File: src/rtl/alu_ctrl_fsm_pkg.sv
// alu_ctrl_fsm_pkg: op-code names, controller state encoding and instruction field positions
package alu_ctrl_fsm_pkg;
    localparam logic [5:0] OP_ADD   = 6'h00;
    localparam logic [5:0] OP_SUB   = 6'h02;
    localparam logic [5:0] OP_AND   = 6'h03;
    localparam logic [5:0] OP_OR    = 6'h04;
    localparam logic [5:0] OP_XOR   = 6'h05;
    localparam logic [5:0] OP_NOR   = 6'h06;
    localparam logic [5:0] OP_SLT   = 6'h09;
    localparam logic [5:0] OP_SLL   = 6'h0D;
    localparam logic [5:0] OP_SRL   = 6'h0E;
    localparam logic [5:0] OP_SRA   = 6'h0F;
    localparam logic [5:0] OP_INCA  = 6'h10;
    localparam logic [5:0] OP_DECA  = 6'h11;
    localparam logic [5:0] OP_PASSA = 6'h12;
    localparam logic [5:0] OP_PASSB = 6'h13;
    localparam logic [5:0] OP_NOTA  = 6'h14;
    localparam logic [5:0] OP_NEGA  = 6'h15;
    localparam logic [5:0] OP_SLTU  = 6'h16;
    localparam logic [5:0] OP_MIN   = 6'h17;
    localparam logic [5:0] OP_MAX   = 6'h18;
    localparam logic [5:0] OP_MINU  = 6'h19;
    localparam logic [5:0] OP_MAXU  = 6'h1A;
    localparam logic [5:0] OP_ABS   = 6'h1B;
    localparam logic [5:0] OP_ANDN  = 6'h1C;
    localparam logic [5:0] OP_ORN   = 6'h1D;
    localparam int OP_HI = 31;
    localparam int OP_LO = 26;
    localparam int RD_HI = 25;
    localparam int RD_LO = 21;
    localparam int RA_HI = 20;
    localparam int RA_LO = 16;
    localparam int RB_HI = 15;
    localparam int RB_LO = 11;
    typedef enum logic [2:0] {
        IDLE = 3'd0,
        READ = 3'd1,
        EXEC = 3'd2,
        WB   = 3'd3,
        ERR  = 3'd4
    } state_t;
endpackage

File: src/rtl/alu_op_legal.sv
// alu_op_legal: combinational legality check of a 6-bit op-code
module alu_op_legal (
    input  logic [5:0] op,
    output logic       legal
);
    // one bit per op-code: 00,02-06,09,0D-0F and 10-1D are implemented
    localparam logic [63:0] LEGAL_MASK = 64'h0000_0000_3FFF_E27D;
    assign legal = LEGAL_MASK[op];
endmodule

File: src/rtl/alu_ctrl_fsm.sv
// alu_ctrl_fsm: accept -> read -> exec -> write-back sequencer for a combinational ALU
// Optional ALU_CTRL_FLAGS_EN adds zero/negative flags of the written-back result.
module alu_ctrl_fsm
    import alu_ctrl_fsm_pkg::*;
#(
    parameter int DATA_W = 32,
    parameter int REG_AW = 5
) (
    input  logic              clk,
    input  logic              rst_n,
    input  logic              instr_valid,
    output logic              instr_ready,
    input  logic [31:0]       instr,
    output logic [REG_AW-1:0] rf_addr_a,
    output logic [REG_AW-1:0] rf_addr_b,
    input  logic [DATA_W-1:0] rf_data_a,
    input  logic [DATA_W-1:0] rf_data_b,
    output logic [DATA_W-1:0] alu_operandA,
    output logic [DATA_W-1:0] alu_operandB,
    output logic [5:0]        alu_operation,
    input  logic [DATA_W-1:0] alu_result,
    output logic              rf_we,
    output logic [REG_AW-1:0] rf_waddr,
    output logic [DATA_W-1:0] rf_wdata,
    output logic              illegal,
    output logic              busy
`ifdef ALU_CTRL_FLAGS_EN
    ,
    output logic              flag_z,
    output logic              flag_n
`endif
);
    state_t state, state_nx;
    logic [5:0] op_q;
    logic [REG_AW-1:0] rd_q, ra_q, rb_q;
    logic [DATA_W-1:0] opa_q, opb_q, res_q;
    logic legal, accept, in_wb;
    logic unused_bits;
    assign unused_bits = ^instr[RB_LO-1:0];
    alu_op_legal u_legal (.op(instr[OP_HI:OP_LO]), .legal(legal));
    always_comb begin
        accept = instr_valid && state == IDLE;
        in_wb = state == WB;
        state_nx = state == IDLE ? (instr_valid ? (legal ? READ : ERR) : IDLE)
                 : state == READ ? EXEC
                 : state == EXEC ? WB : IDLE;
        instr_ready = state == IDLE;
        busy = state != IDLE;
        rf_addr_a = state == READ ? ra_q : '0;
        rf_addr_b = state == READ ? rb_q : '0;
        // read data arrives during EXEC; the operand registers keep it visible afterwards
        alu_operandA = state == EXEC ? rf_data_a : opa_q;
        alu_operandB = state == EXEC ? rf_data_b : opb_q;
        rf_we = in_wb && rd_q != '0;
        rf_waddr = in_wb ? rd_q : '0;
        rf_wdata = in_wb ? res_q : '0;
        illegal = state == ERR;
    end
    always_ff @(posedge clk) begin
        if (!rst_n) begin
            state <= IDLE;
            op_q <= '0;
            rd_q <= '0;
            ra_q <= '0;
            rb_q <= '0;
            alu_operation <= '0;
            opa_q <= '0;
            opb_q <= '0;
            res_q <= '0;
`ifdef ALU_CTRL_FLAGS_EN
            flag_z <= 1'b0;
            flag_n <= 1'b0;
`endif
        end else begin
            state <= state_nx;
            if (accept) begin
                op_q <= instr[OP_HI:OP_LO];
                rd_q <= REG_AW'(instr[RD_HI:RD_LO]);
                ra_q <= REG_AW'(instr[RA_HI:RA_LO]);
                rb_q <= REG_AW'(instr[RB_HI:RB_LO]);
            end
            if (state == READ)
                alu_operation <= op_q;
            if (state == EXEC) begin
                opa_q <= rf_data_a;
                opb_q <= rf_data_b;
                res_q <= alu_result;
            end
`ifdef ALU_CTRL_FLAGS_EN
            if (in_wb) begin
                flag_z <= res_q == '0;
                flag_n <= res_q[DATA_W-1];
            end
`endif
        end
    end
endmodule

File: config.mk
export PLATFORM = sky130hd
export DESIGN_NAME = alu_ctrl_fsm
export DESIGN_NICKNAME = d
export VERILOG_FILES = /design/src/rtl/alu_ctrl_fsm_pkg.sv /design/src/rtl/alu_op_legal.sv /design/src/rtl/alu_ctrl_fsm.sv
export SDC_FILE = /design/constraint.sdc
export NUM_CORES = 1
export LEC_CHECK = 0
export CAP_MARGIN = 30
export CORE_MARGIN = 2
export CORE_UTILIZATION = 45
export CTS_CLUSTER_DIAMETER = 200
export CTS_CLUSTER_SIZE = 14
export DETAILED_ROUTE_END_ITERATION = 10
export DONT_BUFFER_PORTS = 1
export SLEW_MARGIN = 20
export SYNTH_ARGS = -nofsm -noshare
export SYNTH_HDL_FRONTEND = slang
export SYNTH_SLANG_ARGS = --single-unit
File: constraint.sdc
create_clock -name clk -period 4.2 [get_ports clk]
set_input_delay 0.63 -clock clk [delete_from_list [all_inputs] [get_ports clk]]
set_output_delay 0.63 -clock clk [all_outputs]
set_load 0.005 [all_outputs]
==> results of run 1 <==
## stage by stage
stage	hold WS, ns	setup slack (ns)	util, %
after floorplan	0.430	2.21	-
after global placement	0.436	1.84	45.8
after detailed placement	0.443	1.84	46.0
after CTS	0.322	1.39	50.7
after global routing	0.323	1.33	50.7
final	0.349	1.44	50.7
## power by group through the flow
| stage | Clock [uW] | Combinational (uW) | Sequential [uW] |
|---|---|---|---|
| after global placement | 0 | 311 | 1320 |
| after detailed placement | 0 | 322 | 1330 |
| after CTS | 1400 | 324 | 1300 |
| after floorplan | 0 | 301 | 1310 |
| after global routing | 1460 | 351 | 1310 |
| final | 1360 | 317 | 1300 |
## worst max path at each step
stage          startpoint         endpoint  depth (start not counted)
2_1_floorplan    state[2]  alu_operandA[0]                          4
3_3_place_gp     state[0]     rf_addr_a[4]                          2
3_5_place_dp     state[0]     rf_wdata[28]                          2
4_1_cts          state[0]     rf_wdata[28]                          2
5_1_grt          state[1]  alu_operandB[4]                          3
6_report         state[1]  alu_operandB[4]                          3
## synth_stat cells
cell type / number / share of area, %
nor2b_1: 6 / 0.69
a41oi_1: 1 / 0.16
and3b_1: 1 / 0.16
or4_1: 1 / 0.14
a32oi_1: 1 / 0.16
buf_6: 7 / 1.4
nor3b_1: 4 / 0.55
a21boi_0: 18 / 2.5
clkbuf_1: 25 / 1.7
nand2_1: 107 / 7.3
inv_1: 2 / 0.14
or4b_1: 1 / 0.18
nor4b_2: 1 / 0.27
a22o_1: 1 / 0.16
mux2i_1: 7 / 1.3
buf_4: 5 / 0.69
or3_1: 1 / 0.11
buf_2: 4 / 0.37
mux2_1: 4 / 0.82
a21oi_1: 1 / 0.091
and2_1: 111 / 13
xnor2_1: 2 / 0.32
dfxtp_1: 126 / 46
and3_1: 1 / 0.11
o21a_1: 1 / 0.14
nor3b_4: 1 / 0.34
a21boi_1: 35 / 4.8
mux2_4: 60 / 16
or3b_2: 1 / 0.16
## final cells by class
type / count / area share [%]
Timing Repair Buffer: 5 / 0.949
Inverter: 2 / 0.124
Multi-Input combinational cell: 367 / 45.0
Sequential cell: 126 / 41.6
Tap cell: 147 / 3.03
Clock buffer: 21 / 7.76
Clock inverter: 10 / 1.49
## per-layer routing
metal	track usage, %	vias to the layer above	wire length, um
li1	-	1699	-
met1	19.5	1568	4500
met2	29.5	156	5650
met3	8.36	20	1100
met4	9.92	0	282
met5	0	-	0
## state kept, by name, indices dropped and copies added, names as in the netlist
register / flops
res_q: 32
op_q: 6
rd_q: 5
opa_q: 32
opb_q: 32
ra_q: 5
state: 3
rb_q: 5
alu_operation: 6
## placed cells by master, fill, tap and decap left out, drive strengths merged, types with 2 or more instances in the layout
master | Yosys | final
xnor2 | 2 | 2
buf | 16 | 5
nand2 | 107 | 107
and2 | 111 | 111
clkinv | 0 | 3
nor3b | 5 | 5
mux2i | 7 | 7
a21boi | 53 | 53
dfxtp | 126 | 126
clkbuf | 25 | 21
nor2b | 6 | 6
inv | 2 | 2
clkinvlp | 0 | 6
mux2 | 64 | 64
## cells by family (layout without fill, tap and decap cells)
| group | count (synthesis) | after routing | synth area share, % |
|---|---|---|---|
| buf+inv | 43 | 38 | 4.34 |
| compound gates | 58 | 58 | 7.98 |
| mux | 71 | 71 | 18.6 |
| xor+xnor | 2 | 2 | 0.320 |
| flops | 126 | 126 | 46.1 |
| simple gates | 236 | 236 | 22.7 |
==> results.cfg, run 1 <==
[final_layout]
stdcell_count = 678
diodes = 0
fin_area_um2 = 6060
seq_area_um2 = 2520
syn_to_final_growth_pct = 10.7
final_nets = 650
layout-drive-gt1-share_pct = 18.8
fill_cells = 1098
multiInputGateArea_um2 = 2730

[power_and_ir_drop]
total_power_uw = 2980
p_sw_share_pct = 23.2
ir_drop_v = 0.000262
p_leak_uw = 0.00237
p_seq_share_pct = 43.7
powerDensity_nw_per_um2 = 491
comb_power_share_pct = 10.7
switchingPower_uw = 692
pwr-share-clk_pct = 45.6
internal_power_uw = 2290

[setup_path]
critPathBufInv = 1
worst_path_dominant_cell_family = flip-flops
ff2ff_path_depth = 4
crit_path_start_kind = flop
crit_path_end_kind = output pin
critPathMaxStageDelay_ns = 0.53
r2r_end = opb_q[7]
reg2reg_from = state[1]
crit_arrival_ns = 2.13
critPathRequiredTime_ns = 3.57
critical_path.cell_chain = nor3b_4 -> buf_4 -> mux2_4
cpMaxStageDelayCell = dfxtp_1
worstSetupPathType = flop to output pin
reg2reg_slack_ns = 2.23
crit_fanout = 25

[place]
io_buffers = 0
dp_hpwl_um = 8000
placed_area_um2 = 5500
placed_cells = 647
gp_congestion = 0.746

[outcome]
status = complete, no violations

[sta]
setup-tns-final_ns = 0
finalClockSkew_ns = 0.00459
slew_violations = 0
rsz0062_at_grt = false
max_freq_mhz = 363
timing.final.crit_period_ns = 2.76
finalSetupViolCount = 0
final.period_utilization_pct = 65.6
slew_headroom_pct = 52.5
finalHoldViolations = 0
worst_pin_slew_ns = 0.712

[cts]
cts_hold_buffers = 0
htreeDepth = 4
clock_sinks = 126
cts-buffers-inserted = 17
cts_root_buf = clkbuf_16
clk_latency_ns = 0.41
post_cts_buffers = 0
cts_tree = built
path_clk_slew_ns = 0.05
post_cts_resized = 0
clockBufferDepth = 2

[flow_run]
max_cap_viol_count = 0

[route]
drt-initial-drc-count = 116
via_per_inst = 5.08
vias = 3443
firstDrtPassIters = 4
routedWlPerCell_um = 17.0
wl_um = 11500
drc = 0
ant_nets = 0

[floorplanning]
rows = 40
ios = 252
core_area_um2 = 12000
die_w_um = 114
die_h_um = 114
die_area_um2 = 13100
initial_core_util_pct = 45.8

[synth]
syn_avg_cell_area_um2 = 10.2
synth_area_um2 = 5480
synth-seq-cells = 126
syn_nets = 667
yosys_warnings = 0
syn_inst = 536
ys_types = 29
ys_seq_area_share_pct = 46.1

[worst_hold_path]
min_to = opa_q[17]
hold_depth = 1
min-delay-start = rst_n
min_path_type = input pin to flop

[global_routing]
grt_pass1_vias = 3553
grt_max_degree = 128
grt_pass1_wl_um = 18100
track_usage_pct = 18.1
antenna_found_initial = 0
grt-ovfl-total = 0
No activity file was read; power rests on OpenSTA's default activity.
==> inputs of run 2 (changes only) <==
==> constraint.sdc (replaced) <==
create_clock -name clk -period 2.9 [get_ports clk]
set_input_delay 0.435 -clock clk [delete_from_list [all_inputs] [get_ports clk]]
set_output_delay 0.435 -clock clk [all_outputs]
set_load 0.005 [all_outputs]
==> results.cfg, run 2 (synthesis gave the netlist of run 1 again) <==
[outcome]
status = complete, no violations

[final_layout]
most-common-layout-cells = 126 x dfxtp_1, 111 x and2_1, 107 x nand2_1, 60 x mux2_4, 35 x a21boi_1
top_regs = opa_q: 32 flops, opb_q: 32 flops, res_q: 32 flops
final_nets = 652
fill_cells = 1075
layout-drive-gt1-share_pct = 19.3
final_common_cell = dfxtp_1
fin_area_um2 = 6160
diodes = 0
multiInputGateArea_um2 = 2730
seq_area_um2 = 2520
syn_to_final_growth_pct = 12.5

[setup_path]
ff2ff_path_depth = 4
reg2reg_from = state[1]
startpoint = state[1]
critPathRequiredTime_ns = 2.47
crit_path_end_kind = output pin
crit_arrival_ns = 2.11
crit_fanout = 24
reg2reg_slack_ns = 0.92
r2r_end = opa_q[13]
crit_path_start_kind = flop
worstSetupPathType = flop to output pin
crit_path_end = alu_operandA[13]

[global_routing]
grt_pass1_wl_um = 17600
track_usage_pct = 17.6
grt_max_degree = 128
antenna_found_initial = 0
grt-ovfl-total = 0
grt_pass1_vias = 3505

[cts]
cts_hold_buffers = 0
htreeDepth = 4
cts_root_buf = clkbuf_16
post_cts_buffers = 0
path_clk_slew_ns = 0.06
clock_sinks = 126
cts-buffers-inserted = 17
clk_latency_ns = 0.41
clockBufferDepth = 2
cts_tree = built
post_cts_resized = 0

[sta]
setup_ws_ns = 0.356
slew_violations = 0
finalSetupViolCount = 0
setup-tns-final_ns = 0
whs_ns = 0.159
finalHoldViolations = 0
slew_headroom_pct = 53.5
timing.final.crit_period_ns = 2.54
rsz0062_at_grt = false
worst_pin_slew_ns = 0.697
max_freq_mhz = 393
final.period_utilization_pct = 87.7
finalClockSkew_ns = 0.00476

[power_and_ir_drop]
p_seq_share_pct = 40.2
comb_power_share_pct = 9.7
switchingPower_uw = 1030
p_leak_uw = 0.00244
internal_power_uw = 3650
p_sw_share_pct = 22.1
pwr-share-clk_pct = 50.1
ir_drop_v = 0.000363
total_power_uw = 4680
powerDensity_nw_per_um2 = 760

[place]
dp_hpwl_um = 8020
placed_area_um2 = 5500
gp_congestion = 0.733
post-place-ws_ns = 0.751
io_buffers = 0

[route]
ant_nets = 0
vias = 3488
routedWlPerCell_um = 16.6
wl_um = 11300
drc = 0
firstDrtPassIters = 4
drt-initial-drc-count = 138
via_per_inst = 5.12

[worst_hold_path]
min_path_type = input pin to flop

[floorplanning]
die_area_um2 = 13100
rows = 40
die_w_um = 114
initial_core_util_pct = 45.8
die_h_um = 114
core_area_um2 = 12000
ios = 252

[flow_run]
max_cap_viol_count = 0
[run 2: changes by cell type in the layout (fill, tap and decap cells not counted), sizes merged]
cell,delta
clkinvlp,-4
buf,+2
clkinv,+1
clkbuf,-2
bufinv,+4
inv,+2
[run 2: how the worst min path moves through the flow]
| stage | from | to | slack (ns) | cells past startpoint |
|---|---|---|---|---|
| 2_1_floorplan | ra_q[4] | ra_q[4] | 0.43 | 2 |
| 3_3_place_gp | res_q[15] | res_q[15] | 0.44 | 2 |
| 3_5_place_dp | res_q[1] | res_q[1] | 0.44 | 2 |
| 4_1_cts | rst_n | state[2] | 0.13 | 2 |
| 5_1_grt | alu_result[13] | res_q[13] | 0.13 | 2 |
| 6_report | alu_result[21] | res_q[21] | 0.16 | 2 |
[run 2: cell type report]
class | count | share of cell area, %
clock buffers | 19 | 7.35
clock inverters | 13 | 3.41
inverters | 2 | 0.122
multi-input cells | 367 | 44.3
flip-flops and latches | 126 | 41.0
well taps | 147 | 2.99
repair buffers | 7 | 0.853
[run 2: through the flow]
step	util, %	std cells
after floorplan	-	536
after global placement	45.9	649
after detailed placement	45.9	649
after CTS	51.5	681
after global routing	51.5	681
final	51.5	681
[run 2: critical path, stage by stage (launching register included)]
cell and delay [ns]:
dfxtp_1 0.51, nor3b_4 0.32, buf_4 0.43, mux2_1 0.42
[run 2: per-layer routing]
metal	share of wire (%)	wire length (um)	up-vias	global-route usage (%)
met5	0	0	-	0
met4	1.9	218	0	8.05
met3	11	1190	17	9.05
met2	49	5580	158	29.2
met1	38	4340	1603	18.7
li1	-	-	1710	-
[run 2: power groups by stage]
stage	Clock (uW)	Combinational, uW	Sequential (uW)
6_report	2340	454	1880
5_1_grt	2490	503	1890
4_1_cts	2400	464	1880
2_1_floorplan	0	436	1900
3_3_place_gp	0	452	1920
3_5_place_dp	0	462	1920
==> inputs of run 3 (changes only) <==
--- a/config.mk
+++ b/config.mk
@@ -12,6 +12,7 @@
 export CTS_CLUSTER_SIZE = 14
 export DETAILED_ROUTE_END_ITERATION = 10
 export DONT_BUFFER_PORTS = 1
+export RECOVER_POWER = 25
 export SLEW_MARGIN = 20
 export SYNTH_ARGS = -nofsm -noshare
 export SYNTH_HDL_FRONTEND = slang
==> constraint.sdc (replaced) <==
create_clock -name clk -period 3.3 [get_ports clk]
set_input_delay 0.495 -clock clk [delete_from_list [all_inputs] [get_ports clk]]
set_output_delay 0.495 -clock clk [all_outputs]
set_load 0.005 [all_outputs]
==> results.cfg, run 3 (synthesis gave the netlist of run 1 again) <==
[final_layout]
final_common_cell = dfxtp_1
most-common-layout-cells = 126 x dfxtp_1, 111 x and2_1, 107 x nand2_1, 60 x mux2_4, 51 x a21boi_0
diodes = 0
final_nets = 650
top_regs = opa_q: 32 flops, opb_q: 32 flops, res_q: 32 flops
fill_cells = 1138
syn_to_final_growth_pct = 10.3
layout-drive-gt1-share_pct = 17.7
stdcell_count = 677

[route]
drt-initial-drc-count = 137
routedWlPerCell_um = 16.8
drc = 0
ant_nets = 0
firstDrtPassIters = 4
wl_um = 11400
via_per_inst = 5.12
vias = 3464

[setup_path]
worstSetupPathType = flop to output pin
crit_path_end_kind = output pin
worst_path_dominant_cell_family = flip-flops
crit_path_start_kind = flop
crit_arrival_ns = 2.12
critPathBufInv = 1
critical_path.cell_chain = nor3b_4 -> buf_12 -> mux2_1
critPathRequiredTime_ns = 2.80
cpMaxStageDelayCell = dfxtp_1
critPathMaxStageDelay_ns = 0.49
crit_fanout = 74

[outcome]
status = finished with violations
violations = capacitance limit, slew limit

[cts]
cts_hold_buffers = 0
cts_tree = built
path_clk_slew_ns = 0.06
clk_latency_ns = 0.40
cts_root_buf = clkbuf_16
cts-buffers-inserted = 17
clock_sinks = 126
post_cts_resized = 0
clockBufferDepth = 2
post_cts_buffers = 0
htreeDepth = 4

[floorplanning]
die_area_um2 = 13100
rows = 40
ios = 252
initial_core_util_pct = 45.8
die_w_um = 114
core_area_um2 = 12000
die_h_um = 114

[power_and_ir_drop]
p_leak_uw = 0.00236
ir_drop_v = 0.000312
powerDensity_nw_per_um2 = 624

[global_routing]
grt_max_degree = 128
grt-ovfl-total = 0
grt_pass1_wl_um = 17700
antenna_found_initial = 0
track_usage_pct = 17.6
grt_pass1_vias = 3567

[sta]
slew_headroom_pct = -12.1
final.period_utilization_pct = 79.1
setup-tns-final_ns = 0
finalSetupViolCount = 0
finalClockSkew_ns = 0.00712
finalHoldViolations = 0
rsz0062_at_grt = false
slew_violations = 12
worst_pin_slew_ns = 1.66
max_freq_mhz = 383
timing.final.crit_period_ns = 2.61

[place]
io_buffers = 0
gp_congestion = 0.732
dp_hpwl_um = 7890
placed_cells = 646

[flow_run]
max_cap_viol_count = 1

[worst_hold_path]
min_path_type = input pin to flop
run 3: cell count changes in the layout (fill, tap and decap cells not counted), moves of 2 or more:
cell	before	now
bufinv_16	5	1
buf_4	7	3
clkinv_4	2	0
inv_6	2	0
clkbuf_8	2	4
a21boi_1	35	2
a21boi_0	18	51
clkbuf_1	0	3
run 3: through the flow:
step / utilization [%] / total power [uW] / area, um^2 / worst slack, ns / hold WS, ns
floorplan: - / 2050 / 5480 / 1.45 / 0.430
global placement: 45.9 / 2080 / 5490 / 1.10 / 0.436
detailed placement: 45.9 / 2090 / 5490 / 1.05 / 0.442
CTS: 50.5 / 3830 / 6040 / 0.604 / 0.187
global route: 50.5 / 3940 / 6040 / 0.396 / 0.197
finish: 50.5 / 3770 / 6040 / 0.689 / 0.215
run 3: report_power, final:
group          total, uW  internal (uW)  switching (uW)
clock               1720           1100             616
combinational        393            205             188
sequential          1660           1610            42.1
run 3: worst paths after layout:
| check | start | end | slack [ns] | cells past startpoint |
|---|---|---|---|---|
| hold reg to reg | res_q[20] | res_q[20] | 0.45 | 2 |
| setup / recovery | state[1] | alu_operandA[13] | 0.69 | 3 |
| hold / removal | rst_n | opa_q[19] | 0.22 | 1 |
| setup reg to reg | state[2] | state[0] | 0.77 | 4 |
run 3: cell type report:
cell class | instances | area, um^2 | share of cell area, %
Clock inverter | 6 | 60.1 | 0.995
Clock buffer | 24 | 492 | 8.15
Multi-Input combinational cell | 367 | 2710 | 45.0
Sequential cell | 126 | 2520 | 41.8
Tap cell | 147 | 184 | 3.05
Inverter | 2 | 7.51 | 0.124
Timing Repair Buffer | 5 | 57.6 | 0.953
run 3: per-layer routing:
layer	part of all wire (%)	GRT usage [%]
met1	38	18.7
met2	51	29.6
met3	9.6	8.36
met4	1.8	8.46
met5	0	0
